File: src/rtl/melody_player.sv
// Score-programmable square-wave melody player: steps through a small score RAM at a
// fixed beat rate and sounds each entry as a square-wave tone or a rest.
module melody_player #(
    parameter int CLK_HZ  = 100_000_000,
    parameter int TICK_HZ = 4,
    parameter int DEPTH   = 64,
    parameter int ADDR_W  = (DEPTH > 1) ? $clog2(DEPTH) : 1,
    parameter int HP_W    = 20
) (
    input  logic              sys_CLK,
    input  logic              sys_RST,
    input  logic              wr_en,
    input  logic [ADDR_W-1:0] wr_addr,
    input  logic [7:0]        wr_data,
    input  logic              play,
    input  logic              loop_mode,
    output logic              audio,
    output logic              busy,
    output logic [ADDR_W-1:0] note_idx,
    output logic              done
);
    localparam int TICK_DIV = (CLK_HZ / TICK_HZ > 1) ? CLK_HZ / TICK_HZ : 1;
    localparam int TICK_W   = (TICK_DIV > 1) ? $clog2(TICK_DIV) : 1;
    localparam logic [TICK_W-1:0] TICK_LAST = TICK_W'(TICK_DIV - 1);
    localparam logic [ADDR_W-1:0] LAST_ADDR = ADDR_W'(DEPTH - 1);
    localparam logic [4:0]        PITCH_END = 5'd31;

    typedef enum logic [2:0] {S_IDLE, S_LOAD, S_FETCH, S_PLAY, S_DONE} state_e;

    function automatic logic [HP_W-1:0] hp_of_code(input int code);
        int base_hz;
        int hp;
        case ((code - 1) % 7)
            0:       base_hz = 262;
            1:       base_hz = 294;
            2:       base_hz = 330;
            3:       base_hz = 349;
            4:       base_hz = 392;
            5:       base_hz = 440;
            default: base_hz = 494;
        endcase
        if (code >= 1 && code <= 21) hp = CLK_HZ / (2 * base_hz * (1 << ((code - 1) / 7)));
        else                         hp = 1;
        if (hp < 1) hp = 1;
        return HP_W'(hp);
    endfunction

    // Half periods are elaboration-time constants, one per pitch code.
    logic [HP_W-1:0] hp_rom [32];
    for (genvar g = 0; g < 32; g++) begin : g_hp_rom
        assign hp_rom[g] = hp_of_code(g);
    end

    state_e            state_q, state_d;
    logic [ADDR_W-1:0] addr_q, addr_d;
    logic [ADDR_W-1:0] idx_q, idx_d;
    logic [4:0]        pitch_q, pitch_d;
    logic [2:0]        dur_q, dur_d;
    logic [HP_W-1:0]   tone_q, tone_d;
    logic              phase_q, phase_d;
    logic [TICK_W-1:0] tick_q, tick_d;
    logic [7:0]        mem_q [DEPTH];
    logic [7:0]        rd_q;
    logic [HP_W-1:0]   hp_cur;
    logic              tick;
    logic              is_tone;

    // NOTE: the score RAM and its read register have no reset so they map onto block RAM;
    // the score survives sys_RST and a same-address read/write returns the old word.
    always_ff @(posedge sys_CLK) begin
        if (wr_en) mem_q[wr_addr] <= wr_data;
        if (state_q == S_LOAD) rd_q <= mem_q[addr_q];
    end

    assign hp_cur  = hp_rom[pitch_q];
    assign tick    = (tick_q == TICK_LAST);
    assign is_tone = (pitch_q >= 5'd1) && (pitch_q <= 5'd21);

    always_comb begin
        // NOTE: every _d takes its hold value first, so no path through the case infers a latch.
        state_d = state_q;
        addr_d  = addr_q;
        idx_d   = idx_q;
        pitch_d = pitch_q;
        dur_d   = dur_q;
        tone_d  = tone_q;
        phase_d = phase_q;

        case (state_q)
            S_IDLE: begin
                if (play) begin
                    addr_d  = '0;
                    state_d = S_LOAD;
                end
            end
            S_LOAD: state_d = S_FETCH;
            S_FETCH: begin
                if (rd_q[7:3] == PITCH_END) begin
                    if (loop_mode) begin
                        addr_d  = '0;
                        state_d = S_LOAD;
                    end else begin
                        state_d = S_DONE;
                    end
                end else begin
                    pitch_d = rd_q[7:3];
                    dur_d   = rd_q[2:0];
                    tone_d  = '0;
                    phase_d = 1'b0;
                    idx_d   = addr_q;
                    state_d = S_PLAY;
                end
            end
            S_PLAY: begin
                if (tone_q == hp_cur - HP_W'(1)) begin
                    tone_d  = '0;
                    phase_d = ~phase_q;
                end else begin
                    tone_d = tone_q + HP_W'(1);
                end
                if (tick) begin
                    if (dur_q != 3'd0) begin
                        dur_d = dur_q - 3'd1;
                    end else if (addr_q != LAST_ADDR) begin
                        addr_d  = addr_q + ADDR_W'(1);
                        state_d = S_LOAD;
                    end else if (loop_mode) begin
                        addr_d  = '0;
                        state_d = S_LOAD;
                    end else begin
                        state_d = S_DONE;
                    end
                end
            end
            S_DONE:  state_d = S_IDLE;
            default: state_d = S_IDLE;
        endcase

        // Dropping play aborts from anywhere, ahead of every other transition.
        if (state_q != S_IDLE && !play) state_d = S_IDLE;

        // Beat timing restarts on each LOAD entry, so note length counts from LOAD.
        if (state_d == S_LOAD || state_d == S_IDLE) tick_d = '0;
        else if (tick)                              tick_d = '0;
        else                                        tick_d = tick_q + TICK_W'(1);
    end

    // NOTE: sequential state uses non-blocking assignments so every flop samples pre-edge values.
    always_ff @(posedge sys_CLK) begin
        if (sys_RST) begin
            state_q <= S_IDLE;
            addr_q  <= '0;
            idx_q   <= '0;
            pitch_q <= '0;
            dur_q   <= '0;
            tone_q  <= '0;
            phase_q <= 1'b0;
            tick_q  <= '0;
        end else begin
            state_q <= state_d;
            addr_q  <= addr_d;
            idx_q   <= idx_d;
            pitch_q <= pitch_d;
            dur_q   <= dur_d;
            tone_q  <= tone_d;
            phase_q <= phase_d;
            tick_q  <= tick_d;
        end
    end

    assign audio    = (state_q == S_PLAY) && is_tone && phase_q;
    assign busy     = (state_q != S_IDLE);
    assign done     = (state_q == S_DONE);
    assign note_idx = idx_q;

endmodule
File: config.mk
export PLATFORM = sky130hd
export DESIGN_NAME = melody_player
export DESIGN_NICKNAME = d
export VERILOG_FILES = /design/src/rtl/melody_player.sv
export SDC_FILE = /design/constraint.sdc
export NUM_CORES = 1
export LEC_CHECK = 0
export CORE_UTILIZATION = 57
export CTS_BUF_LIST = sky130_fd_sc_hd__clkbuf_16
export DETAILED_ROUTE_END_ITERATION = 16
export HOLD_SLACK_MARGIN = 0.03
export PLACE_DENSITY_LB_ADDON = 0.2
export SLEW_MARGIN = 20
export SYNTH_ARGS = -nofsm -noshare
export SYNTH_HDL_FRONTEND = slang
export SYNTH_SLANG_ARGS = --single-unit
File: constraint.sdc
create_clock -name sys_CLK -period 3.4 [get_ports sys_CLK]
set_input_delay 1.02 -clock sys_CLK [delete_from_list [all_inputs] [get_ports sys_CLK]]
set_output_delay 1.02 -clock sys_CLK [all_outputs]
set_load 0.005 [all_outputs]
==> results of run 1 <==
==> cells by family (layout without fill, tap and decap cells) <==
kind of cell / after synthesis / after routing / share of synthesized area [%]
DFF: 589 / 589 / 68.6
and+or+nand+nor: 371 / 371 / 7.75
muxes: 172 / 172 / 15.4
AOI/OAI and AO/OA: 151 / 151 / 4.07
buffers and inverters: 100 / 298 / 1.77
xor gates and xnor gates: 46 / 46 / 1.63
adders and majority gates: 14 / 14 / 0.707
other: 0 / 2 / 0
==> final timing paths <==
| check | endpoint | start | slack, ns | depth (start not counted) |
|---|---|---|---|---|
| setup / recovery | tone_q[10]$_SDFFE_PP0P_ | pitch_q[0]$_SDFFE_PP0P_ | -0.06 | 14 |
| hold / removal | note_idx[4]$_SDFFE_PP0P_ | note_idx[4]$_SDFFE_PP0P_ | 0.45 | 2 |
| setup reg to reg | tone_q[10]$_SDFFE_PP0P_ | pitch_q[0]$_SDFFE_PP0P_ | -0.06 | 14 |
| hold reg to reg | note_idx[4]$_SDFFE_PP0P_ | note_idx[4]$_SDFFE_PP0P_ | 0.45 | 2 |
==> worst max-delay path: cells and delay by family, from the launching register on <==
kind | cells | cell delay, ns
flip-flops | 1 | 0.36
AO/OA/AOI/OAI | 3 | 0.75
buffers and inverters | 3 | 0.36
XOR/XNOR | 1 | 0.17
AND/OR/NAND/NOR | 6 | 1.54
adder cells (fa/ha/maj) | 1 | 0.18
==> cells in the mapped netlist, drive strengths merged, types with 4 or more instances <==
| cell | count | share of area, % |
|---|---|---|
| nor3b | 4 | 0.12 |
| and2 | 4 | 0.10 |
| a21oi | 47 | 0.95 |
| nor2 | 125 | 1.9 |
| a41oi | 5 | 0.25 |
| mux4 | 168 | 15 |
| nand4 | 14 | 0.35 |
| a21o | 6 | 0.18 |
| edfxtp | 520 | 63 |
| inv | 19 | 0.29 |
| nor3 | 20 | 0.40 |
| dfxtp | 69 | 5.6 |
| a31oi | 19 | 0.48 |
| xor2 | 17 | 0.60 |
| or3b | 5 | 0.18 |
| clkbuf | 51 | 0.77 |
| nand3b | 8 | 0.24 |
| xnor2 | 29 | 1.0 |
| and4 | 5 | 0.18 |
| or3 | 11 | 0.30 |
| a211oi | 11 | 0.37 |
| nor2b | 12 | 0.30 |
| ha | 14 | 0.71 |
| o21ai | 24 | 0.48 |
| o211ai | 4 | 0.12 |
| buf | 30 | 0.71 |
| and3 | 22 | 0.56 |
| nand2 | 52 | 0.79 |
| nand3 | 46 | 0.93 |
| or2b | 9 | 0.27 |
| nand2b | 15 | 0.38 |
| nor4 | 5 | 0.27 |
==> per-layer routing <==
metal / global-route usage [%] / routed length [um] / vias up
met1: 34.9 / 21600 / 6908
li1: - / - / 6091
met5: 0 / 13 / -
met4: 8.12 / 1370 / 2
met2: 41.8 / 27700 / 540
met3: 4.28 / 4020 / 86
==> state kept, by name, summed over array words and instances, names as in the netlist <==
name and count:
mem_q 512, note_idx 6, addr_q 6, state_q 3, pitch_q 5, tone_q 20, phase_q 1, rd_q 8
dur_q 3, tick_q 25
==> layout by cell type (no fill, tap or decap), drive strengths merged, types with 29 or more instances in the layout <==
master and n:
inv 30, clkbuf 59, buf 157, xnor2 29, nand2 52, nand3 46, a21oi 47, edfxtp 520
dfxtp 69, mux4 168, nor2 125
==> area by class of cell <==
type                       instances  area share [%]
multi-input combinational        754            26.2
timing repair buffer             178            5.72
tap                              585            2.54
antenna                            2          0.0174
clock buffer                      57            4.95
clock inverter                    44            1.23
sequential                       589            59.1
inverter                          19           0.269
==> metrics by stage <==
stage | setup WS [ns] | std cells
5_1_grt | -0.190 | 2226
6_report | -0.0552 | 2228
2_1_floorplan | -0.0932 | 1443
3_3_place_gp | -0.0766 | 2107
3_5_place_dp | -0.124 | 2107
4_1_cts | -0.0186 | 2215
==> power by group through the flow <==
stage / logic [mW] / clock network (mW) / registers, mW
final: 1.14 / 6.01 / 7.96
after detailed placement: 1.01 / 0 / 8.11
after floorplan: 0.628 / 0 / 8.10
after CTS: 1.06 / 6.12 / 7.96
after global placement: 0.991 / 0 / 8.11
after global routing: 1.23 / 6.36 / 7.96
==> repair_timing <==
action	CTS	global route
endpoints found under the hold margin	0	0
pin swaps	6	14
gates resized for setup	19	46
gates cloned	0	3
buffers inserted	7	8
setup endpoints to repair	17	22
==> results by stage, run 1 <==
Clocking:
- The H-tree level count is 2.
- The total CTS buffers is 56.
- The hold-fix buffer count after cts is 0.
- CTS placed an instance of sky130_fd_sc_hd__clkbuf_16 at the clock tree root.
- The clock net sink count is 589.
- The clock passes through at most 3 buffers.
- At the later pin of the worst-skew pair, clock insertion delay measures around 0.63 ns.
- The CTS tree is built.
- Clock-pin slew was measured on the worst setup and hold paths at roughly 0.060 ns.

Pwr:
- The share of total power in combinational logic is 7.6%.
- Across the VDD grid, the largest voltage drop is approximately 0.5 mV.
- The clock network accounts for 39.8% of the total power.
- Net switching is 21.7% of the power.
- Registers are responsible for between 50% and 60% of the overall power.
- The design draws approximately 15 mW.
- In this run the power spent charging and discharging nets is 3.28 mW.
- The power per cell area is 525 nW/um2.
- The static leakage power is 9.10 nW.
- Internal power comes to 11.8 mW.

Yosys:
- The register bit total from synthesis is 589.
- The share of synthesized area occupied by flip-flops and latches is 68.6%.
- The mean area per synthesized cell is 17.2 um2.
- The area of the mapped netlist is between 20000 and 25000 um2.
- The most used flip-flop cell after synthesis is sky130_fd_sc_hd__edfxtp_1.
- The number of nets in the synthesized netlist is 1476.
- Counting every instance in the synthesized netlist gives about 1400.
- Counting flops with a built-in enable in the synthesized netlist gives 520.
- The proportion of synthesized flip-flops having asynchronous set or reset is 0%.
- For this run, the number of Yosys warnings is 0.
- The unique cell type count in the Yosys netlist is 75.

Global routing:
- Global routing consumed, over all layers together, 25.4% of the routing resources.
- The number of global-route vias before repair is 13463.
- Global routing finished with a remaining overflow of 0.
- Entering global routing, the biggest net connects 65 pins.
- The number of antenna violations at the first check in global routing is 3.
- The first global-routing pass estimated 82400 um of wire.

Worst setup path:
- The data required time of the worst path is 3.93 ns.
- The cell with the largest stage delay on the worst path is sky130_fd_sc_hd__or3_4.
- The critical path goes through inv_4 -> ha_1 -> or2_2 -> and3_1 -> or3_4 -> and4_2 -> a41oi_1 -> xnor2_1 -> nor4_2 -> buf_4 -> a41oi_4 -> buf_12 -> or2b_1 -> a31oi_1.
- STA classifies the critical path startpoint as a register.
- The worst setup path is captured at a register.
- The worst setup path is of the register to register kind.
- The data arrival time of the critical path is ~4 ns.
- The largest fanout on the critical path is 7.
- For this run, the slowest stage of the critical path takes 0.40 ns.

Placed design:
- Detailed placement ended at an HPWL of 35000 um.
- The number of I/O port buffers is 27.
- After detailed placement, the total cell area comes to approximately 27000 um2.
- The congestion estimate from routability-driven global placement came to 0.933.

Route:
- Dividing the detail-routed wire length by the instance count gives 24.6 um.
- Detailed routing inserted a total of 13627 vias.
- The count of antenna-violating nets left after detailed routing is 0.
- The initial detailed-routing violation count is 1320.
- After detailed routing, the number of remaining DRC violations is 0.
- The number of optimization iterations in the first detailed-route pass is 5.
- After detailed routing, the number of vias per cell comes to 6.12.
- The sum of routed wire length over all layers is ~55000 um.

Die:
- In this run the count of I/O pins placed on the die edge is 28.
- The cell row count is 76.
- The area of the placeable core is 43000 um2.
- The height of the die is 210 um.
- The initial cell density of the core is 57.6%.
- The width of the die is 210 um.
- The die covers 44300 um2.

Job:
- The number of maximum-capacitance violations is 0.

Timing:
- The count of final max-slew check failures is 0.
- The final-report hold violation count is 0.
- The final worst-path setup slack is -0.0552 ns.
- The highest attainable clock frequency is roughly 290 MHz.
- Setup violations remaining at the end of the flow were counted as 9.
- Setup total negative slack on the finished layout was measured at -0.146 ns.
- The slew at the pin closest to its max-slew limit is 1.06 ns.
- Setup repair after global routing could not meet its margin everywhere.
- Dividing the final minimum period by the clock period gives 102%.
- Measured against its own limit, the worst slew margin works out to between 20% and 30%.
- The minimum hold slack is 0.452 ns.
- The worst path in the final design needs a cycle of 3.46 ns, including I/O delays and setup.
- The largest clock skew in the final design is 0.0251 ns.

Status:
- The final reports fail on setup timing.
- The flow ran to the end, but the final reports show violations.

Cells and area:
- Once layout is complete, the utilization of the core stands at 67.0%.
- At the end of the flow, the number of nets in the layout was between 1500 and 2000.
- After routing the design area is ~29000 um2.
- The final-layout fill cell count is 2809.
- The register cell area after layout is 17000 um2.
- The area growth from synthesis to layout is 16.3%.
- The area of the multi-input gates is 7550 um2.
- The share of final-layout standard cells stronger than drive strength 1 is 28.9%.

Hold path:
- The tightest min-delay check is of the register to register type.
(Power assumes the default switching activity.)
==> run 2, diff against run 1 <==
--- a/config.mk
+++ b/config.mk
@@ -5,6 +5,7 @@
 export SDC_FILE = /design/constraint.sdc
 export NUM_CORES = 1
 export LEC_CHECK = 0
+export CORE_MARGIN = 3
 export CORE_UTILIZATION = 57
 export CTS_BUF_LIST = sky130_fd_sc_hd__clkbuf_16
 export DETAILED_ROUTE_END_ITERATION = 16
==> constraint.sdc (replaced) <==
create_clock -name sys_CLK -period 2.8 [get_ports sys_CLK]
set_input_delay 0.84 -clock sys_CLK [delete_from_list [all_inputs] [get_ports sys_CLK]]
set_output_delay 0.84 -clock sys_CLK [all_outputs]
set_load 0.005 [all_outputs]
==> run 2 against run 1 <==
Net effect: the flow still finishes with violations (setup timing); clock power increased by 25%; clock skew fell by 0.0052 ns; critical path depth decreased by 1; first-iteration DRC count rose by 4.4%; register-to-register slack worse by 0.55 ns; largest cell class unchanged; total power rose by 24%; hold slack gained 0.0014 ns; non-clock buffer count grew 61; fmax rose by 1.5%; sequential cell count is the same; cell count increased by 2.4%; utilization up 2.0 points.
==> results by stage, run 2 (same netlist as run 1, synthesis figures left out) <==
Clocking:
- The clock net sink count came to 589 (unchanged).
- The clock insertion delay at the later pin of the skew report is 0.62 ns (was 0.63 ns).
- The CTS tree is built (unchanged).
- The total CTS buffers was 56 (unchanged).
- The H-tree level count was 2 (unchanged).
- The clock-pin slew on the worst setup and hold paths is 0.07 ns (was 0.06 ns).
- The maximum buffer depth of the clock tree is 3 (unchanged).
- The cell at the root of the clock tree is sky130_fd_sc_hd__clkbuf_16 (unchanged).

Global routing:
- The global routing usage summed across all routing layers is 24.8% (was 25.4%).
- The global-route wire length before repair was 86400 um (was 82400 um).
- The pin count of the biggest net entering global routing is 65 (unchanged).
- The number of antenna violations at the first check in global routing is 3 (unchanged).
- The remaining global-route overflow is 0 (unchanged).
- The number of global-route vias before repair is 14024 (was 13463).

Route:
- The total vias in the final route is 13931 (was 13627).
- The via count normalized by instance count is 6.10 (was 6.12).
- The initial detailed-routing violation count was 1378 (was 1320).
- The DRC violation count after routing is 0 (unchanged).
- The number of optimization iterations in the first detailed-route pass is 5 (unchanged).
- The count of antenna-violating nets left after detailed routing is 0 (unchanged).
- The detail-routed net length per standard cell came to 24.6 um (about the same).
- The sum of routed wire length over all layers is 56100 um (was 54700 um).

Cells and area:
- The end-of-flow core utilization is 69.1% (was 67.0%).
- The growth of design area from synthesis to finish is 18.3% (was 16.3%).
- The final cell count without fillers is 2282 (was 2228).
- The total inserted antenna cells is 0 (was 2).
- The post-layout net count is 1692 (was 1631).
- The leading cell type in the layout, fill and taps excluded is sky130_fd_sc_hd__edfxtp_1 (unchanged).
- The register ranked first by flip-flop count is mem_q (unchanged).
- Biggest registers after layout: mem_q: 512 flops, tick_q: 25 flops, tone_q: 20 flops (unchanged).
- The final-layout fill cell count is 2760 (was 2809).
- The area of all placed cells without fillers is 29300 um2 (was 28800 um2).
- Commonest cells after routing, fill and taps aside: sky130_fd_sc_hd__edfxtp_1 (520), sky130_fd_sc_hd__buf_4 (192), sky130_fd_sc_hd__mux4_2 (168) (was sky130_fd_sc_hd__edfxtp_1 (520), sky130_fd_sc_hd__mux4_2 (168), sky130_fd_sc_hd__buf_4 (126)).
- The number of flip-flops in the largest register was 512 (unchanged).
- The share of final-layout standard cells stronger than drive strength 1 is 31.8% (was 28.9%).

Pwr:
- The total design power is 18.7 mW (was 15.1 mW).
- The power per cell area is 639 nW/um2 (was 525 nW/um2).
- The peak supply drop is 0.640 mV (was 0.498 mV).
- The static leakage power is 9.41 nW (was 9.10 nW).

Placed design:
- The worst-case setup slack after placement came to -0.677 ns (was -0.124 ns).
- The sum of net half-perimeters after detailed placement is 36400 um (was 35000 um).
- The number of I/O port buffers is 27 (unchanged).
- The instance count after placement with tap cells included is 2171 (was 2107).
- The weighted congestion reported at the end of routability-driven placement is 0.864 (was 0.933).
- The standard cell area after detailed placement is 27100 um2 (was 26600 um2).

Timing:
- The final clock period utilization by the worst path is 122% (was 102%).
- The final critical-path required period is 3.40 ns (was 3.46 ns).
- The final worst-path setup slack is -0.605 ns (was -0.0552 ns).
- Setup repair after global routing missed its margin: true (unchanged).
- The largest clock skew in the final design came to 0.0199 ns (was 0.0251 ns).
- The tightest slew margin relative to the limit is 35.4% (was 28.8%).
- The slew at the pin closest to its max-slew limit is 0.961 ns (was 1.06 ns).
- The count of final max-slew check failures is 0 (unchanged).
- The minimum hold slack came to 0.453 ns (was 0.452 ns).
- The highest attainable clock frequency is 294 MHz (was 289 MHz).
- The total of endpoints with negative setup slack in the final report came to 22 (was 9).
- The final-report hold violation count came to 0 (unchanged).
- The setup TNS is -12.23 ns (was -0.146 ns).

Worst setup path:
- The data arrival time of the critical path came to 3.87 ns (was 3.99 ns).
- The number of buffers and inverters on the critical path is 2 (was 3).
- The kind of launch point of the worst setup path is a register (unchanged).
- The peak per-stage delay on the critical path is 0.51 ns (was 0.40 ns).
- The critical path class is register to register (unchanged).
- The largest fanout on the critical path is 8 (was 7).
- Ordered cell list for the critical path: clkinvlp_4 -> ha_4 -> nand2b_1 -> a311oi_1 -> a221o_1 -> or3_4 -> nor4_4 -> or4b_4 -> nand4_1 -> a41oi_4 -> buf_4 -> a21oi_1 -> a31oi_1 (was inv_4 -> ha_1 -> or2_2 -> and3_1 -> or3_4 -> and4_2 -> a41oi_1 -> xnor2_1 -> nor4_2 -> buf_4 -> a41oi_4 -> buf_12 -> or2b_1 -> a31oi_1).
- The data required time of the worst path is 3.27 ns (was 3.93 ns).
- The cell family with the largest share of critical-path delay is simple AND/OR/NAND/NOR gates (unchanged).
- The kind of end point of the critical path is a register (unchanged).
- The cell with the largest stage delay on the worst path is sky130_fd_sc_hd__or4b_4 (was sky130_fd_sc_hd__or3_4).

Die:
- The area of the placeable core is 42400 um2 (was 43000 um2).
- The initial cell density of the core was 58.4% (was 57.6%).
- The boundary pin count is 28 (unchanged).
- The width of the die was 214 um (was 210 um).
- The height of the die is 214 um (was 210 um).
- The cell row count was 75 (was 76).
- The die area is 46000 um2 (was 44300 um2).

Hold path:
- The class of the tightest hold or removal check was register to register (unchanged).

Job:
- The number of maximum-capacitance violations is 0 (unchanged).

Status:
- Run status: complete, but fails checks (unchanged).
- Failing checks: setup timing (unchanged).
run 2: cell types whose count changed in the layout (fill, tap and decap cells not counted), sizes merged:
cell / previous run / this run
buf: 157 / 220
bufinv: 5 / 7
clkbuf: 59 / 56
clkdlybuf4s50: 18 / 19
clkinv: 24 / 18
clkinvlp: 4 / 7
diode: 2 / 0
dlymetal6s2s: 1 / 0
inv: 30 / 35
run 2: tightest hold or removal path: stages (launching register included):
cell,delay [ns]
sky130_fd_sc_hd__dfxtp_1,0.30
sky130_fd_sc_hd__nand2_1,0.05
sky130_fd_sc_hd__a21oi_1,0.05
run 2: final cells by class:
| class | count | area, um2 | share of cell area [%] |
|---|---|---|---|
| Tap cell | 577 | 722 | 2.46 |
| Clock inverter | 48 | 435 | 1.49 |
| Inverter | 19 | 77.6 | 0.265 |
| Multi-Input combinational cell | 754 | 7610 | 26.0 |
| Timing Repair Buffer | 239 | 2030 | 6.92 |
| Sequential cell | 589 | 17000 | 58.1 |
| Clock buffer | 56 | 1400 | 4.78 |
run 2: path summary, 6_finish.rpt:
kind | startpoint | end | slack [ns] | cells after the start
setup / recovery | pitch_q[1]$_SDFFE_PP0P_ | tone_q[6]$_SDFFE_PP0P_ | -0.60 | 13
hold / removal | note_idx[1]$_SDFFE_PP0P_ | note_idx[1]$_SDFFE_PP0P_ | 0.45 | 2
setup reg to reg | pitch_q[1]$_SDFFE_PP0P_ | tone_q[6]$_SDFFE_PP0P_ | -0.60 | 13
hold reg to reg | note_idx[1]$_SDFFE_PP0P_ | note_idx[1]$_SDFFE_PP0P_ | 0.45 | 2
run 2: power by group:
group | switching, mW | internal [mW] | leakage, nW
Combinational | 0.831 | 0.689 | 3.23
Sequential | 0.0393 | 9.62 | 5.24
Clock | 3.24 | 4.29 | 0.935
Total | 4.11 | 14.6 | 9.41
run 2: what timing repair did:
action,CTS,global route
hold buffers,0,0
gates resized for setup,43,20
pin swaps,16,18
setup buffers,6,0
gates cloned,1,0
endpoints found under the setup margin,22,23
run 2: per-layer routing:
metal / global-route usage (%) / part of all wire [%] / wire length (um)
met1: 34.7 / 41 / 22900
met2: 41.0 / 50 / 27900
met3: 4.46 / 6.7 / 3760
met4: 6.92 / 2.5 / 1420
met5: 0 / 0.073 / 41
==> run 3, diff against run 2 <==
--- a/config.mk
+++ b/config.mk
@@ -11,6 +11,7 @@
 export DETAILED_ROUTE_END_ITERATION = 16
 export HOLD_SLACK_MARGIN = 0.03
 export PLACE_DENSITY_LB_ADDON = 0.2
+export RECOVER_POWER = 100
 export SLEW_MARGIN = 20
 export SYNTH_ARGS = -nofsm -noshare
 export SYNTH_HDL_FRONTEND = slang
==> run 3 against run 2 <==
Net effect: hold slack worse by 0.0029 ns; the flow finishes with violations (capacitance limit, slew limit, setup timing); sequential power about the same; clock-buffer cell count unchanged; cell count unchanged; setup slack worse by 0.014 ns; register-to-register slack about the same; utilization down 0.94 points; sequential share of layout area up 0.80 points; final area down 1.4%.
==> results by stage, run 3 (same netlist as run 1, synthesis figures left out) <==
Status:
- Run status: complete, but fails checks (unchanged).
- Failing checks: capacitance limit, slew limit, setup timing (was setup timing).

Timing:
- The final worst-path setup slack is -0.619 ns (was -0.605 ns).
- The count of final max-slew check failures is 71 (was 0).
- The highest attainable clock frequency is 293 MHz (was 294 MHz).
- The final clock period utilization by the worst path is 122% (about the same).
- The total of endpoints with negative setup slack in the final report came to 55 (was 22).
- The largest clock skew in the final design is 0.0186 ns (was 0.0199 ns).
- Setup repair after global routing missed its margin: true (unchanged).
- The tightest slew margin relative to the limit is -10.9% (was 35.4%).
- The final-report hold violation count is 0 (unchanged).
- The final critical-path required period is 3.42 ns (was 3.40 ns).
- The slew at the pin closest to its max-slew limit is 1.66 ns (was 0.961 ns).
- The setup TNS is -17.80 ns (was -12.23 ns).

Worst setup path:
- The data required time of the worst path is 3.27 ns (about the same).
- The count of cells along the worst register-to-register path is 13 (unchanged).
- The critical path class was register to register (unchanged).
- The data arrival time of the critical path is 3.89 ns (was 3.87 ns).
- The peak per-stage delay on the critical path is 0.51 ns (about the same).
- Ordered cell list for the critical path: clkinvlp_4 -> ha_4 -> nand2b_1 -> a311oi_1 -> a221o_1 -> or3_4 -> nor4_4 -> or4b_4 -> nand4_1 -> a41oi_4 -> buf_4 -> a21oi_1 -> a31oi_1 (unchanged).
- The number of buffers and inverters on the critical path was 2 (unchanged).
- The flop-to-flop setup slack came to -0.62 ns (was -0.60 ns).
- The kind of end point of the critical path was a register (unchanged).
- The cell family with the largest share of critical-path delay is simple AND/OR/NAND/NOR gates (unchanged).
- The startpoint of the worst register-to-register path is pitch_q[1]$_SDFFE_PP0P_ (unchanged).
- The largest fanout on the critical path is 8 (unchanged).
- The kind of launch point of the worst setup path is a register (unchanged).
- The cell with the largest stage delay on the worst path was sky130_fd_sc_hd__or4b_4 (unchanged).
- The endpoint of the lowest-slack register-to-register path is tone_q[6]$_SDFFE_PP0P_ (unchanged).

Hold path:
- The start point of the worst min-delay path is note_idx[1]$_SDFFE_PP0P_ (unchanged).
- The class of the tightest hold or removal check is register to register (unchanged).
- The worst min-delay path endpoint is note_idx[1]$_SDFFE_PP0P_ (unchanged).
- The cell depth of the worst hold path came to 2 (unchanged).

Cells and area:
- The number of flip-flops in the largest register is 512 (unchanged).
- The growth of design area from synthesis to finish is 16.7% (was 18.3%).
- The register ranked first by flip-flop count is mem_q (unchanged).
- The leading cell type in the layout, fill and taps excluded is sky130_fd_sc_hd__edfxtp_1 (unchanged).
- The final cell count without fillers was 2282 (unchanged).
- Commonest cells after routing, fill and taps aside: sky130_fd_sc_hd__edfxtp_1 (520), sky130_fd_sc_hd__mux4_2 (168), sky130_fd_sc_hd__nor2_1 (122) (was sky130_fd_sc_hd__edfxtp_1 (520), sky130_fd_sc_hd__buf_4 (192), sky130_fd_sc_hd__mux4_2 (168)).
- Biggest registers after layout: mem_q: 512 flops, tick_q: 25 flops, tone_q: 20 flops (unchanged).
- The share of final-layout standard cells stronger than drive strength 1 came to 26.7% (was 31.8%).
- The post-layout net count was 1692 (unchanged).
- The total inserted antenna cells is 0 (unchanged).

Pwr:
- The proportion of power drawn by flip-flops and latches is 51.7% (was 51.6%).
- The power per cell area is 647 nW/um2 (was 639 nW/um2).
- The power spent charging and discharging nets is 4.10 mW (was 4.11 mW).
- The peak supply drop is 0.641 mV (was 0.640 mV).
- The share of total power in combinational logic is 8.0% (was 8.1%).
- The switching part of the total is 21.9% (about the same).
- The part of the total power dissipated in the clock network is 40.3% (was 40.2%).
- The cell-internal power was 14.6 mW (about the same).
- The static leakage power is 9.06 nW (was 9.41 nW).

Route:
- The DRC violation count after routing is 0 (unchanged).
- The via count normalized by instance count is 6.12 (was 6.10).
- The number of optimization iterations in the first detailed-route pass is 7 (was 5).
- The wire length on met1 came to 22700 um (was 22900 um).
- The wire length on met3 is 3870 um (was 3760 um).
- The sum of routed wire length over all layers came to 56000 um (was 56100 um).
- The met2 wirelength from detailed routing is 27900 um (about the same).
- The total vias in the final route is 13961 (was 13931).
- The initial detailed-routing violation count came to 1416 (was 1378).
- The detail-routed net length per standard cell is 24.6 um (about the same).
- The count of antenna-violating nets left after detailed routing is 0 (unchanged).
- The highest routing layer actually used is met5 (unchanged).

Placed design:
- The instance count after placement with tap cells included is 2171 (unchanged).
- The number of I/O port buffers is 27 (unchanged).
- The weighted congestion reported at the end of routability-driven placement is 0.864 (unchanged).
- The sum of net half-perimeters after detailed placement is 36400 um (unchanged).

Global routing:
- The number of global-route vias before repair came to 14024 (unchanged).
- The global routing usage summed across all routing layers is 24.8% (unchanged).
- The remaining global-route overflow came to 0 (unchanged).
- The number of antenna violations at the first check in global routing is 3 (unchanged).
- The pin count of the biggest net entering global routing is 65 (unchanged).
- The global-route wire length before repair is 86400 um (unchanged).

Die:
- The cell row count is 75 (unchanged).
- The width of the die is 214 um (unchanged).
- The area of the placeable core is 42400 um2 (unchanged).
- The die area is 46000 um2 (unchanged).
- The boundary pin count was 28 (unchanged).
- The height of the die is 214 um (unchanged).
- The initial cell density of the core is 58.4% (unchanged).

Job:
- The number of maximum-capacitance violations came to 2 (was 0).

Clocking:
- The clock-pin slew on the worst setup and hold paths is 0.06 ns (was 0.07 ns).
- The CTS tree is built (unchanged).
- The hold-fix buffer count after cts is 0 (unchanged).
- The maximum buffer depth of the clock tree was 3 (unchanged).
- The clock net sink count came to 589 (unchanged).
- The total CTS buffers is 56 (unchanged).
- The clock insertion delay at the later pin of the skew report is 0.62 ns (about the same).
- The H-tree level count is 2 (unchanged).
- The cell at the root of the clock tree is sky130_fd_sc_hd__clkbuf_16 (unchanged).
run 3: cell types whose count changed in the layout (fill, tap and decap cells not counted), sizes merged:
cell and delta:
dlymetal6s4s +1, clkbuf +93, dlygate4sd3 +10, clkdlybuf4s50 -10, buf -94
run 3: what timing repair did:
| action | CTS | global route |
|---|---|---|
| gates cloned | 1 | 0 |
| buffers inserted | 6 | 0 |
| endpoints found under the hold margin | 0 | 0 |
| pin swaps | 16 | 18 |
| endpoints found under the setup margin | 22 | 23 |
| resized for setup | 43 | 20 |
run 3: how the worst max path moves through the flow:
stage,cells past startpoint,start,endpoint,slack (ns)
floorplan,14,pitch_q[1]$_SDFFE_PP0P_,tone_q[15]$_SDFFE_PP0P_,-0.69
global placement,14,pitch_q[3]$_SDFFE_PP0P_,tone_q[10]$_SDFFE_PP0P_,-0.60
detailed placement,15,pitch_q[0]$_SDFFE_PP0P_,phase_q$_SDFFE_PP0P_,-0.68
CTS,15,pitch_q[1]$_SDFFE_PP0P_,tone_q[7]$_SDFFE_PP0P_,-0.55
global route,13,pitch_q[1]$_SDFFE_PP0P_,tone_q[10]$_SDFFE_PP0P_,-0.74
finish,13,pitch_q[1]$_SDFFE_PP0P_,tone_q[6]$_SDFFE_PP0P_,-0.62
run 3: worst min-delay path: stages (launching register included):
cell and delay (ns):
sky130_fd_sc_hd__dfxtp_1 0.30, sky130_fd_sc_hd__nand2_1 0.05, sky130_fd_sc_hd__a21oi_1 0.05
run 3: layout make-up:
type | instances | area (um2)
Clock buffer | 56 | 1400
Clock inverter | 48 | 435
Fill cell | 2858 | 13500
Inverter | 19 | 77.6
Multi-Input combinational cell | 754 | 7610
Sequential cell | 589 | 17000
Tap cell | 577 | 722
Timing Repair Buffer | 239 | 1630
run 3: power by group through the flow:
| stage | Combinational [mW] | Clock (mW) | Sequential, mW |
|---|---|---|---|
| 6_report | 1.49 | 7.52 | 9.67 |
| 5_1_grt | 1.62 | 8.02 | 9.67 |
| 4_1_cts | 1.49 | 7.68 | 9.66 |
| 3_5_place_dp | 1.41 | 0 | 9.84 |
| 3_3_place_gp | 1.39 | 0 | 9.84 |
| 2_1_floorplan | 0.764 | 0 | 9.83 |
run 3: routing by layer:
layer,global-route usage [%],vias to the layer above
met5,0,-
met4,6.92,6
met3,4.46,111
met2,41.0,525
met1,34.7,7099
li1,-,6220
run 3: metrics by stage:
step                util (%)  power (mW)  cell area (um2)  setup slack [ns]  hold slack [ns]
floorplan                  -        10.6            24800            -0.693            0.430
global placement        63.9        11.2            27100            -0.604            0.440
detailed placement      63.9        11.3            27100            -0.677            0.446
CTS                     68.8        18.8            29200            -0.550            0.454
global route            68.1        19.3            28900            -0.738            0.479
finish                  68.1        18.7            28900            -0.619            0.450
==> RTL edit 1: new RTL, settings of run 3 <==
The 5 states of `state_e` get a Gray code encoding in 3 bits.
--- a/src/rtl/melody_player.sv
+++ b/src/rtl/melody_player.sv
@@ -27,3 +27,3 @@
 
-    typedef enum logic [2:0] {S_IDLE, S_LOAD, S_FETCH, S_PLAY, S_DONE} state_e;
+    typedef enum logic [2:0] {S_IDLE = 3'b000, S_LOAD = 3'b001, S_FETCH = 3'b011, S_PLAY = 3'b010, S_DONE = 3'b110} state_e;
 
Check against the original RTL: no difference found for any inputs over 4 cycles, from zero or initial values and one cycle with sys_RST high; so few cycles prove little.
==> RTL edit 1 against run 3 <==
  * The flow still finishes with violations (max-capacitance violations, max-slew violations, negative setup slack)
  * Core utilization rose by 1.1 points
  * Total power rose by 4.0%
  * Largest power group unchanged
  * Sequential share of layout area fell by 1.0 points
  * Non-clock buffer count rose by 31
  * Setup slack got worse by 0.36 ns
  * Sequential cell count did not move
  * Via count rose by 2.4%
  * Wire length rose by 4.6%
  * Worst hold slack improved by 0.0076 ns
  * Critical endpoint is now tone_q[2]
  * Synthesized area rose by 0.34%
  * Cell area rose by 1.8%
  * Critical path depth rose by 6
==> RTL edit 1: results (changes against run 3) <==
\begin{tabular}{lr}
\hline
Metric & Value \\
\hline
\multicolumn{2}{l}{\textbf{Routing}} \\
Detailed-routing iteration count for the pre-antenna-repair pass & 5 (-2) \\
Post-detailed-routing wire length & 58.6 mm (+4.6\%) \\
Routed vias & 14,299 (+2.4\%) \\
Via density per instance & 6.14 (+0.35\%) \\
DR iter-0 viols & 1,478 (+4.4\%) \\
\multicolumn{2}{l}{\textbf{Global routing}} \\
Gr usage total & 25.6\% (+0.80 points) \\
Initial antenna violation count & 1 (-2) \\
Wire length of the first global-routing pass & 89.5 mm (+3.5\%) \\
Met2 capacity usage during global routing & 42.9\% (+1.8 points) \\
Fraction of met1 tracks used by global routing & 35.6\% (+0.92 points) \\
\multicolumn{2}{l}{\textbf{Finish}} \\
Final-layout fill cell count & 2,813 (-1.6\%) \\
Share of layout cells above drive strength 1 & 28.5\% (+1.8 points) \\
Fin nets & 1,738 (+2.7\%) \\
\multicolumn{2}{l}{\textbf{Pwr}} \\
Worst supply voltage drop on vdd & 0.641 mV (-0.12\%) \\
LEAKAGE & 9.45 nW (+4.3\%) \\
Internal power summed over all cells & 0.0151 W (+3.8\%) \\
\multicolumn{2}{l}{\textbf{STA}} \\
Total setup violations reported at the end of the flow & 54 (-1.8\%) \\
Pins over their slew limit & 96 (+35\%) \\
Post-Route Setup TNS & -23.04 ns (-5.24 ns) \\
Minimum setup slack in the final design & -0.976 ns (-0.357 ns) \\
Clock skew & 0.0517 ns (+0.0331 ns) \\
\multicolumn{2}{l}{\textbf{Setup path}} \\
Count of cells along the worst register-to-register path & 19 (+6) \\
Worst endpoint data arrival time & 4.23 ns (+0.34 ns) \\
Maximum cell stage delay along the critical path & 0.37 ns (-0.14 ns) \\
Worst R2R End & tone\_q[2] \\
Critical path's slowest cell & sky130\_fd\_sc\_hd\_\_dfxtp\_4 \\
\multicolumn{2}{l}{\textbf{Place}} \\
Detailed placement HPWL & 37.3 mm (+2.6\%) \\
Placed Cells & 2,205 (+1.6\%) \\
GPL Wtd Cong & 0.855 (-1.0\%) \\
\multicolumn{2}{l}{\textbf{Outcome}} \\
Violated checks & max-capacitance violations, max-slew violations, negative setup slack \\
Result of the run & complete, but fails checks \\
\multicolumn{2}{l}{\textbf{Synth}} \\
Cell count after synthesis & 1,457 (+0.97\%) \\
Leading post-synthesis cells by cell area & sky130\_fd\_sc\_hd\_\_edfxtp\_1 63\%, sky130\_fd\_sc\_hd\_\_mux4\_2 15\%, sky130\_fd\_sc\_hd\_\_dfxtp\_1 5.6\% \\
Share of the yosys chip area belonging to registers & 68.4\% (-0.23 points) \\
Unique cell type count in the Yosys netlist & 79 (+5.3\%) \\
\multicolumn{2}{l}{\textbf{Run}} \\
Max-Cap Viols & 2 (unchanged) \\
\hline
\end{tabular}
==> RTL edit 1: cells by family (layout without fill, tap and decap cells) <==
family          Yosys count  in the layout  synth area share, %
buf+inv                  93            388                 1.67
xor+xnor                 47             47                 1.66
flops                   589            589                 68.4
compound gates          149            149                 4.15
fa+ha+maj                14             14                0.705
simple gates            392            392                 8.00
mux                     173            173                 15.4
==> RTL edit 1: how the worst min path moves through the flow <==
stage / cells past startpoint / slack [ns] / from / endpoint
after floorplan: 1 / 0.43 / tick_q[0] / tick_q[0]
after global placement: 1 / 0.44 / tick_q[0] / tick_q[0]
after detailed placement: 1 / 0.46 / tick_q[0] / tick_q[0]
after CTS: 2 / 0.46 / note_idx[2] / note_idx[2]
after global routing: 2 / 0.48 / note_idx[2] / note_idx[2]
final: 2 / 0.46 / note_idx[2] / note_idx[2]
==> RTL edit 1: routing by layer <==
metal	part of all wire [%]	wire length (um)
met1	40	23400
met2	50	29600
met3	7.0	4080
met4	2.6	1550
met5	0.022	13
==> RTL edit 1: power groups by stage <==
stage,Combinational (W),Sequential (W),Clock [W]
3_5_place_dp,0.00159,0.00985,0
3_3_place_gp,0.00156,0.00985,0
2_1_floorplan,0.000913,0.00985,0
6_report,0.00175,0.00968,0.00801
4_1_cts,0.00164,0.00967,0.00814
5_1_grt,0.00188,0.00968,0.00849
==> RTL edit 1: area by class of cell <==
type                       instances  area [um2]  share of cell area (%)
clock buffer                      57        1430                    4.85
clock inverter                    48         549                    1.87
inverter                          13        55.1                   0.187
multi-input combinational        775        7670                    26.1
sequential                       589       17000                    57.9
tap                              577         722                    2.46
timing repair buffer             270        1970                    6.69
==> RTL edit 1: repair_timing <==
item,4_1_cts,5_1_grt
resized for setup,21,37
hold buffers,0,0
setup buffers,4,12
gates cloned,1,2
endpoints found under the setup margin,23,24
pin swaps,6,23
==> RTL edit 2: new RTL, settings of run 3 <==
Without the edit above. The parameter `TICK_HZ` goes from 4 to 2.
--- a/src/rtl/melody_player.sv
+++ b/src/rtl/melody_player.sv
@@ -4,3 +4,3 @@
     parameter int CLK_HZ  = 100_000_000,
-    parameter int TICK_HZ = 4,
+    parameter int TICK_HZ = 2,
     parameter int DEPTH   = 64,
Behaviour: no difference found for any inputs over 4 cycles, from zero or initial values and one cycle with sys_RST high; that may be too few to reach the edited logic, so the function may still have changed.
==> RTL edit 2 against run 3 <==
  * The run still ends with max-capacitance violations, max-slew violations, negative setup slack left
  * Synthesized area rose by 0.12%
  * Synthesized cell count fell by 0.21%
  * Sequential power barely moved
  * Sequential cell count rose by 1
  * Cell area rose by 0.15%
  * Via count fell by 0.31%
  * Worst hold slack improved by 0.00059 ns
  * Total power fell by 2.0%
  * Global-route usage rose by 0.10 points
  * Critical path depth did not move
  * Wire length rose by 0.54%
  * Setup slack improved by 0.20 ns
  * Critical path type unchanged
  * Critical endpoint is now phase_q
  * Highest routed layer unchanged
==> RTL edit 2: results (changes against run 3) <==
\begin{tabular}{lr}
\hline
Metric & Value \\
\hline
\multicolumn{2}{l}{\textbf{Place}} \\
Placed Cells & 2,173 (+0.092\%) \\
Post-placement worst setup slack & -0.466 ns (+0.211 ns) \\
GPL Wtd Cong & 0.890 (+3.0\%) \\
\multicolumn{2}{l}{\textbf{Synth}} \\
Adder-cell share of the synthesized area & 0.706\% (-0.00082 points) \\
Post-synthesis average cell area & 17.2 um2 (+0.32\%) \\
Unique cell type count in the Yosys netlist & 74 (-1.3\%) \\
XOR/XNOR Fraction of Synth Area & 2.30\% (+0.67 points) \\
Leading post-synthesis cells by cell area & sky130\_fd\_sc\_hd\_\_edfxtp\_1 63\%, sky130\_fd\_sc\_hd\_\_mux4\_2 15\%, sky130\_fd\_sc\_hd\_\_dfxtp\_1 5.7\% \\
Share of the yosys chip area belonging to registers & 68.6\% (about the same) \\
Number of nets in the synthesized netlist & 1,473 (-0.20\%) \\
Multiplexer share of the synthesized area & 15.7\% (+0.27 points) \\
Post-synthesis compound-gate area fraction & 2.89\% (-1.2 points) \\
\multicolumn{2}{l}{\textbf{Pwr}} \\
LEAKAGE & 9.18 nW (+1.3\%) \\
\multicolumn{2}{l}{\textbf{Global routing}} \\
Wire length of the first global-routing pass & 87.3 mm (+1.0\%) \\
Number of global-route vias before repair & 14,040 (+0.11\%) \\
Gr usage total & 24.9\% (+0.10 points) \\
\multicolumn{2}{l}{\textbf{Routing}} \\
DR iter-0 viols & 1,334 (-5.8\%) \\
Total length of routed met2 wires & 28.1 mm (+0.96\%) \\
Post-detailed-routing wire length & 56.3 mm (+0.54\%) \\
Detailed-routing iteration count for the pre-antenna-repair pass & 5 (-2) \\
Wire length per cell & 24.6 um (about the same) \\
Via density per instance & 6.07 (-0.79\%) \\
\multicolumn{2}{l}{\textbf{STA}} \\
Pins over their slew limit & 100 (+41\%) \\
Worst slew margin relative to its limit & -11.3\% (-0.43 points) \\
Total setup violations reported at the end of the flow & 29 (-47\%) \\
Minimum setup slack in the final design & -0.417 ns (+0.201 ns) \\
\multicolumn{2}{l}{\textbf{Outcome}} \\
Result of the run & complete, but fails checks \\
Violated checks & max-capacitance violations, max-slew violations, negative setup slack \\
\multicolumn{2}{l}{\textbf{Clocking}} \\
Total CTS buffers & 58 (+3.6\%) \\
\multicolumn{2}{l}{\textbf{Setup path}} \\
CP Max Fanout & 4 (-4) \\
Critical path's slowest cell & sky130\_fd\_sc\_hd\_\_or4\_1 \\
Worst endpoint data arrival time & 3.71 ns (-0.18 ns) \\
\multicolumn{2}{l}{\textbf{Finish}} \\
Share of layout cells above drive strength 1 & 26.9\% (+0.19 points) \\
Top flop regs & mem\_q: 512 flops, tick\_q: 26 flops, tone\_q: 20 flops \\
\multicolumn{2}{l}{\textbf{Run}} \\
Max-Cap Viols & 4 (+2) \\
\hline
\end{tabular}
[RTL edit 2: cell types whose count changed after synthesis, sizes merged, moves of 6 or more]
| cell | run 3 | this run |
|---|---|---|
| a31oi | 19 | 3 |
| o21ai | 24 | 11 |
| or2b | 9 | 1 |
| nor2 | 125 | 137 |
| and3 | 22 | 16 |
| xor2 | 17 | 32 |
| nand2 | 52 | 61 |
| a21oi | 47 | 32 |
| nand3 | 46 | 36 |
| nor3 | 20 | 36 |
[RTL edit 2: cell type report]
class	instances	area, um2
Tap cell	577	722
Fill cell	2833	13500
Sequential cell	590	17000
Clock inverter	46	304
Timing Repair Buffer	255	1790
Antenna cell	1	2.50
Clock buffer	58	1450
Multi-Input combinational cell	748	7560
Inverter	18	75.1
[RTL edit 2: worst min-delay path, stage by stage (launching register included)]
cell and delay, ns:
sky130_fd_sc_hd__dfxtp_1 0.31, sky130_fd_sc_hd__nand2_1 0.05, sky130_fd_sc_hd__a21oi_1 0.05
[RTL edit 2: cells by family (layout without fill, tap and decap cells)]
group / Yosys count / after routing
flip-flops: 590 / 590
AND/OR/NAND/NOR: 388 / 388
multiplexers: 177 / 177
AO/OA/AOI/OAI: 104 / 104
buffers and inverters: 102 / 377
XOR/XNOR: 65 / 65
adder cells (fa/ha/maj): 14 / 14
other: 0 / 1
[RTL edit 2: timing repair]
item,4_1_cts,5_1_grt
endpoints found under the setup margin,21,28
pin swaps,12,19
buffers inserted,6,9
hold buffers,0,0
gates resized for setup,34,18
[RTL edit 2: layer usage]
| metal | up-vias | global-route usage [%] |
|---|---|---|
| met3 | 95 | 3.85 |
| li1 | 6190 | - |
| met1 | 7105 | 35.4 |
| met5 | - | 0 |
| met2 | 522 | 41.0 |
| met4 | 6 | 7.12 |
[RTL edit 2: path summary, 6_finish.rpt]
| path | from | to | slack (ns) | cells after the start |
|---|---|---|---|---|
| worst max-delay path | pitch_q[0] | phase_q | -0.42 | 13 |
| worst min-delay path | note_idx[1] | note_idx[1] | 0.45 | 2 |
| worst max register to register | pitch_q[0] | phase_q | -0.42 | 13 |
| worst min register to register | note_idx[1] | note_idx[1] | 0.45 | 2 |
[RTL edit 2: power by group]
part	switching, W	internal (W)
logic	0.000798	0.000667
registers	0.0000374	0.00964
clock network	0.00321	0.00395
total	0.00405	0.0143
[RTL edit 2: metrics by stage]
| stage | TNS [ns] | area [um2] | power (W) | util, % |
|---|---|---|---|---|
| 2_1_floorplan | -10.05 | 24900 | 0.0106 | - |
| 3_3_place_gp | -7.79 | 27200 | 0.0112 | 64.2 |
| 3_5_place_dp | -8.34 | 27200 | 0.0112 | 64.2 |
| 4_1_cts | -7.21 | 29100 | 0.0184 | 68.7 |
| 5_1_grt | -17.91 | 28900 | 0.0189 | 68.2 |
| 6_report | -7.47 | 28900 | 0.0183 | 68.2 |
